**src/rtl/addr_walker.sv**
```systemverilog
// Burst address walker: expands a banked base address into successive word addresses under valid/ready.
// Optional ADDR_WALK_STRIDE_EN adds a 4-bit stride port; otherwise the offset steps by 1.
module addr_walker #(
  parameter int ADDR_W = 14,
  parameter int LEN_W  = 12
) (
  input  logic              clk,
  input  logic              rst,
  input  logic              start,
  input  logic [ADDR_W-1:0] base_addr,
  input  logic [LEN_W-1:0]  len,
`ifdef ADDR_WALK_STRIDE_EN
  input  logic [3:0]        stride,
`endif
  output logic              busy,
  output logic [ADDR_W-1:0] mem_addr,
  output logic              mem_valid,
  input  logic              mem_ready,
  output logic              last,
  output logic              done
);
  localparam int OFF_W = ADDR_W - 2;

  typedef enum logic [1:0] {IDLE, RUN, DONE} state_t;
  state_t state_q, state_d;

  logic [LEN_W-1:0] cnt_q;
  logic [3:0]       step_q;
  logic [OFF_W-1:0] step_ext, next_off;
  logic             hs, accept;

`ifdef ADDR_WALK_STRIDE_EN
  always_ff @(posedge clk) begin
    if (rst)         step_q <= '0;
    else if (accept) step_q <= stride;
  end
`else
  assign step_q = 4'd1;
`endif

  assign hs       = mem_valid & mem_ready;
  assign accept   = (state_q == IDLE) && start && (len != '0);
  assign step_ext = {{(OFF_W-4){1'b0}}, step_q};
  // Offset add is OFF_W wide, so the carry out of the offset is dropped and the bank never changes.
  assign next_off = mem_addr[OFF_W-1:0] + step_ext;

  assign busy = (state_q != IDLE);
  assign done = (state_q == DONE);

  always_ff @(posedge clk) begin
    if (rst) state_q <= IDLE;
    else     state_q <= state_d;
  end

  always_comb begin
    state_d = state_q;
    case (state_q)
      IDLE: if (start) state_d = (len != '0) ? RUN : DONE;
      RUN:  if (hs && last) state_d = DONE;
      DONE: state_d = IDLE;
      default: state_d = IDLE;
    endcase
  end

  always_ff @(posedge clk) begin
    if (rst) begin
      mem_addr  <= '0;
      mem_valid <= 1'b0;
      last      <= 1'b0;
      cnt_q     <= '0;
    end else if (accept) begin
      mem_addr  <= base_addr;
      mem_valid <= 1'b1;
      last      <= (len == LEN_W'(1));
      cnt_q     <= len;
    end else if (hs) begin
      mem_addr  <= {mem_addr[ADDR_W-1:OFF_W], next_off};
      cnt_q     <= cnt_q - LEN_W'(1);
      // Final beat drops valid; otherwise last arms when one beat will remain.
      mem_valid <= !last;
      last      <= !last && (cnt_q == LEN_W'(2));
    end
  end
endmodule
```
**config.mk**
```make
export PLATFORM = sky130hd
export DESIGN_NAME = addr_walker
export DESIGN_NICKNAME = d
export VERILOG_FILES = /design/src/rtl/addr_walker.sv
export SDC_FILE = /design/constraint.sdc
export NUM_CORES = 1
export LEC_CHECK = 0
export ABC_AREA = 1
export ABC_CLOCK_PERIOD_IN_PS = 1800
export BUFFER_PORTS_ARGS = -buffer_cell sky130_fd_sc_hd__buf_2
export CAP_MARGIN = 20
export CORE_MARGIN = 3
export CORE_UTILIZATION = 56
export CTS_BUF_LIST = sky130_fd_sc_hd__clkbuf_8
export DETAILED_ROUTE_END_ITERATION = 8
export GPL_TIMING_DRIVEN = 0
export PLACE_DENSITY = 0.83
export SYNTH_ARGS = -nofsm -noshare
export SYNTH_HDL_FRONTEND = slang
export SYNTH_SLANG_ARGS = --single-unit
```
**constraint.sdc**
```tcl
create_clock -name clk -period 1.8 [get_ports clk]
set_clock_uncertainty 0.05 [all_clocks]
set_input_delay 0.36 -clock clk [delete_from_list [all_inputs] [get_ports clk]]
set_output_delay 0.36 -clock clk [all_outputs]
set_load 0.05 [all_outputs]
```
; After elaboration in Yosys (flattened, before gate mapping)
; Index checks and enable logic that the tools add are counted.
[totals]
register_bits = 30
input_bits = 30
output_inout_bits = 18
wordCells = 37
[op_classes]
n_addsub = 2
n_eq_ne = 6
mux = 12
n_bitwise = 1
n_reduce_logical = 10
[ops]
columns = operator, count
row1 = $mux W12, 3
row2 = $mux W14, 1
row3 = $add A12 B1 Y12 const B, 1
row4 = $eq A12 B1 Y1 const B, 1
row5 = $eq A12 B2 Y1 const B, 1
row6 = $reduce_bool A12 Y1, 1
row7 = $sub A12 B1 Y12 const B, 1
row8 = $mux W2, 3
row9 = $logic_and A1 B1 Y1, 4
row10 = $mux W1, 4
row11 = $ne A2 B2 Y1 const B, 2
row12 = $pmux W2 S2, 1
row13 = $reduce_bool A2 Y1, 2
row14 = $eq A2 B1 Y1 const B, 1
row15 = $eq A2 B2 Y1 const B, 1
row16 = $logic_not A2 Y1, 1
row17 = $reduce_and A2 Y1, 1
row18 = $and A1 B1 Y1, 1
row19 = $logic_not A1 Y1, 1

; Logic depth before layout (Yosys ltp)
[depth]
word_depth = 4
depth_mapped = 12

; Worst setup path before layout
; OpenSTA, ideal clock, no wires.
[synth_path]
path_kind = register to register
startpoint = register mem_valid
endpoint = register mem_addr[11]
arrival_ps = 1616
t_required_ps = 1641
path_slack_ps = 25
path_stages_with_launch = 10
n_path_buf = 0
period_less_slack_ps = 1775
cell_sequence = dfxtp_1 -> nand2_1 -> clkinv_1 -> nand3_1 -> nor3_1 -> nand2_1 -> nand2_1 -> nand3_1 -> nand2_1 -> inv_1
[synth_between]
elab_chain_len = 2
[synth_lines]
columns = element, line
row1 = start: declaration, 17  ; output logic mem_valid,
row2 = start signal: assignment, 80  ; mem_valid <= !last;
row3 = $and A1 B1 Y1, 41  ; assign hs = mem_valid & mem_ready;
row4 = $reduce_bool A2 Y1 (no source line), n/a
row5 = end signal: assignment, 72  ; mem_addr <= base_addr;
row6 = end signal: assignment, 77  ; mem_addr <= {mem_addr[ADDR_W-1:OFF_W], next_off};
row7 = end: declaration, 16  ; output logic [ADDR_W-1:0] mem_addr,
; Every way passes these cells.
; A chain may end at the register's enable or synchronous reset.

; Worst setup path after layout
; Same ends and word-level chain as after synthesis.

==> parameters.txt <==
Parameter                              Value

Floorplanning
  Core area    3416 um2
  Placement Rows    21
  Die height    66.42 um
  Area of the die    4412 um2
  I/O pin cnt    48
  Initial Util    59.85%
  Die Wd    66.42 um

Global route
  Wire length of the first global-routing pass    9066 um
  Total global-route track usage    26.70%
  Via count of the first global-routing pass    2095
  Busiest metal layer after global routing    met2
  Pin count of the biggest net entering global routing    11
  Met1 Use GR    34.12%
  Met3 Resource Use GR    5.782%
  Met2 track demand over resource    42.26%
  Number of antenna violations at the first check in global routing    0
  Remaining global-route overflow    0

Critical path
  Max FO, Critical Path    8
  Cell chain of the critical path    nand2_1, clkinvlp_4, nand3_1, nor3_1, nand2_1, nand2_1, nand3_1, nand2_1, inv_1
  Crit path buffers/inverters    2
  Launching element type of the critical path    flop
  Cell type group with the largest total delay on the critical path    simple AND/OR/NAND/NOR gates
  Worst path slowest cell    dfxtp_1
  Data required time of the worst path    1.94 ns
  Classification of the worst setup path    reg -> reg
  Most common cell on crit path    nand2_1
  CP arrival    1.76 ns
  Longest individual stage delay on the worst path    0.36 ns
  Element type at the critical path end    flop

Placement
  Worst slack, placed    -0.03250 ns
  Area of placed instances    2332 um2
  HPWL after detailed placement    3921 um
  RD Place Congestion    0.9390
  Inst Count DP    433
  Port bufs    46

Synthesis
  Yosys reg bits    30
  Sequential element share of the synthesized area    29.38%
  Post-synth design cell area    2044 um2
  Mapped Cells    341
  Syn Nets    374
  Synth cell types    29
  Synth warn    0
  Mean instance size in the synthesized netlist    5.995 um2

Layout
  Most common cell after layout, fill and taps aside    nand2_1
  Final Cell Area    2457 um2
  Total inserted antenna cells    0
  Utilization after layout    71.94%
  Layout overhead on the synthesized area    20.20%
  Commonest cells after routing, fill and taps aside    104 x nand2_1, 62 x nand3_1, 49 x inv_1, 47 x buf_2, 35 x nor2_1
  Layout net count    430
  Final Instance Count excl. Fillers    444
  Fraction of layout instances using a drive strength above 1    19.85%
  Fill cell count    321

Clock network
  Clock Path Buffers    2
  Root buffer cell    clkbuf_8
  Clock tree from TritonCTS    yes
  Number of sinks handled by clock tree synthesis    30
  Total clock buffers created by CTS    5
  Depth of the CTS H-tree    2
  Clock latency of the later-clocked register in the worst-skew pair    0.29 ns
  CTS clk-pin slew, worst paths    0.07 ns

Drt
  Sum of routed wire length over all layers    5457 um
  Number of violations reported at the end of detailed-routing iteration 0    193
  Detailed Routing Iterations Pass 1    5
  Detailed-route DRC error count    0
  Total number of vias    2291
  Average wire length per cell after detail routing    12.29 um
  Via density per instance    5.160
  Post-route antenna net violation count    0

Min path
  Hold Crit Class    in -> reg

Timing
  Post-route setup slack    0.1760 ns
  Final period utilization    90.22%
  RSZ-0062 raised after global routing    false
  Worst-margin pin slew    0.5927 ns
  Max transition margin    60.49%
  Total Negative Setup Slacks    0 ns
  Max Clock Freq    0.6158 GHz
  Setup Viol. Count Final    0
  Max-slew violation total from the final report    0
  Hold violation count in the final report    0
  Time the final worst path needs with I/O delays and setup    1.624 ns
  Final hold slack    0.2148 ns

Power and ir drop
  Static leakage    1.362 nW
  Power after layout    2.004 mW
  Max rail drop VDD    0.6251 mV
  Power per cell area    815.5 nW/um2

Run
  Number of max-capacitance violations reported    0

Run status
  Run status    finished clean
[layout make-up]
| type | count | area [um2] | area share (%) |
|---|---|---|---|
| clock buffers | 6 | 82.58 | 3.360 |
| plain buffers | 11 | 73.82 | 3.004 |
| well taps | 46 | 57.56 | 2.342 |
| flip-flops and latches | 30 | 600.6 | 24.44 |
| inverters | 52 | 198.9 | 8.096 |
| multi-input cells | 248 | 1179 | 47.96 |
| clock inverters | 2 | 12.51 | 0.5092 |
| repair buffers | 49 | 252.7 | 10.29 |
[power breakdown]
part | leakage [nW] | switching [mW] | total, mW | internal, mW
Combinational | 1.07 | 0.427 | 0.637 | 0.210
Clock | 0.0472 | 0.283 | 0.590 | 0.307
Sequential | 0.247 | 0.0573 | 0.778 | 0.720
[synthesized netlist by cell type]
cell,count,area share (%)
a21oi_1,3,0.73
nand2_1,104,19
o21ai_0,10,2.4
or3_1,1,0.31
nor4_1,1,0.31
nand3b_1,3,1.1
nor2_1,36,6.6
buf_1,1,0.18
buf_6,2,1.1
inv_2,2,0.37
clkbuf_1,3,0.55
a21boi_2,1,0.55
clkinv_1,1,0.18
nor3_1,2,0.49
or2_1,1,0.31
nor2_4,3,1.7
buf_2,1,0.24
nand4_1,3,0.92
nor2_2,2,0.61
o211ai_1,1,0.37
dfxtp_1,30,29
nand3_1,62,15
or2_4,1,0.43
inv_1,49,9.0
buf_4,4,1.5
xor2_1,8,3.4
nand2_4,1,0.55
ha_1,3,1.8
nand2_2,2,0.61
[path summary, 6_finish.rpt]
path | cells after the start | startpoint | end | slack, ns
min | 3 | base_addr[12] | mem_addr[12] | 0.21
max | 9 | mem_valid | mem_addr[11] | 0.18
max reg2reg | 9 | mem_valid | mem_addr[11] | 0.18
min reg2reg | 2 | mem_addr[13] | mem_addr[13] | 0.40
[worst min-delay path, cell delays in order]
cell	delay, ns
buf_2	0.07
nand2_1	0.04
nand2_1	0.05
[state kept, by name, summed over array words and instances (netlist names)]
name	flops
cnt_q	12
last	1
mem_addr	14
mem_valid	1
state_q	2
[layer usage]
metal | vias up | routed length [um]
li1 | 1172 | -
met1 | 997 | 2325
met2 | 103 | 2468
met3 | 19 | 545
met4 | 0 | 119
met5 | - | 0
[logic make-up after synthesis]
group,count (synthesis),synth area share (%)
simple gates,222,48.16
buf+inv,63,13.10
flops,30,29.38
compound gates,15,4.100
xor+xnor,8,3.427
fa+ha+maj,3,1.836
[repair_timing]
item,4_1_cts,5_1_grt
setup buffers,0,3
hold buffers,0,0
setup endpoints to repair,0,12
resized for setup,0,4
endpoints found under the hold margin,0,0
(Power assumes the default switching activity.)
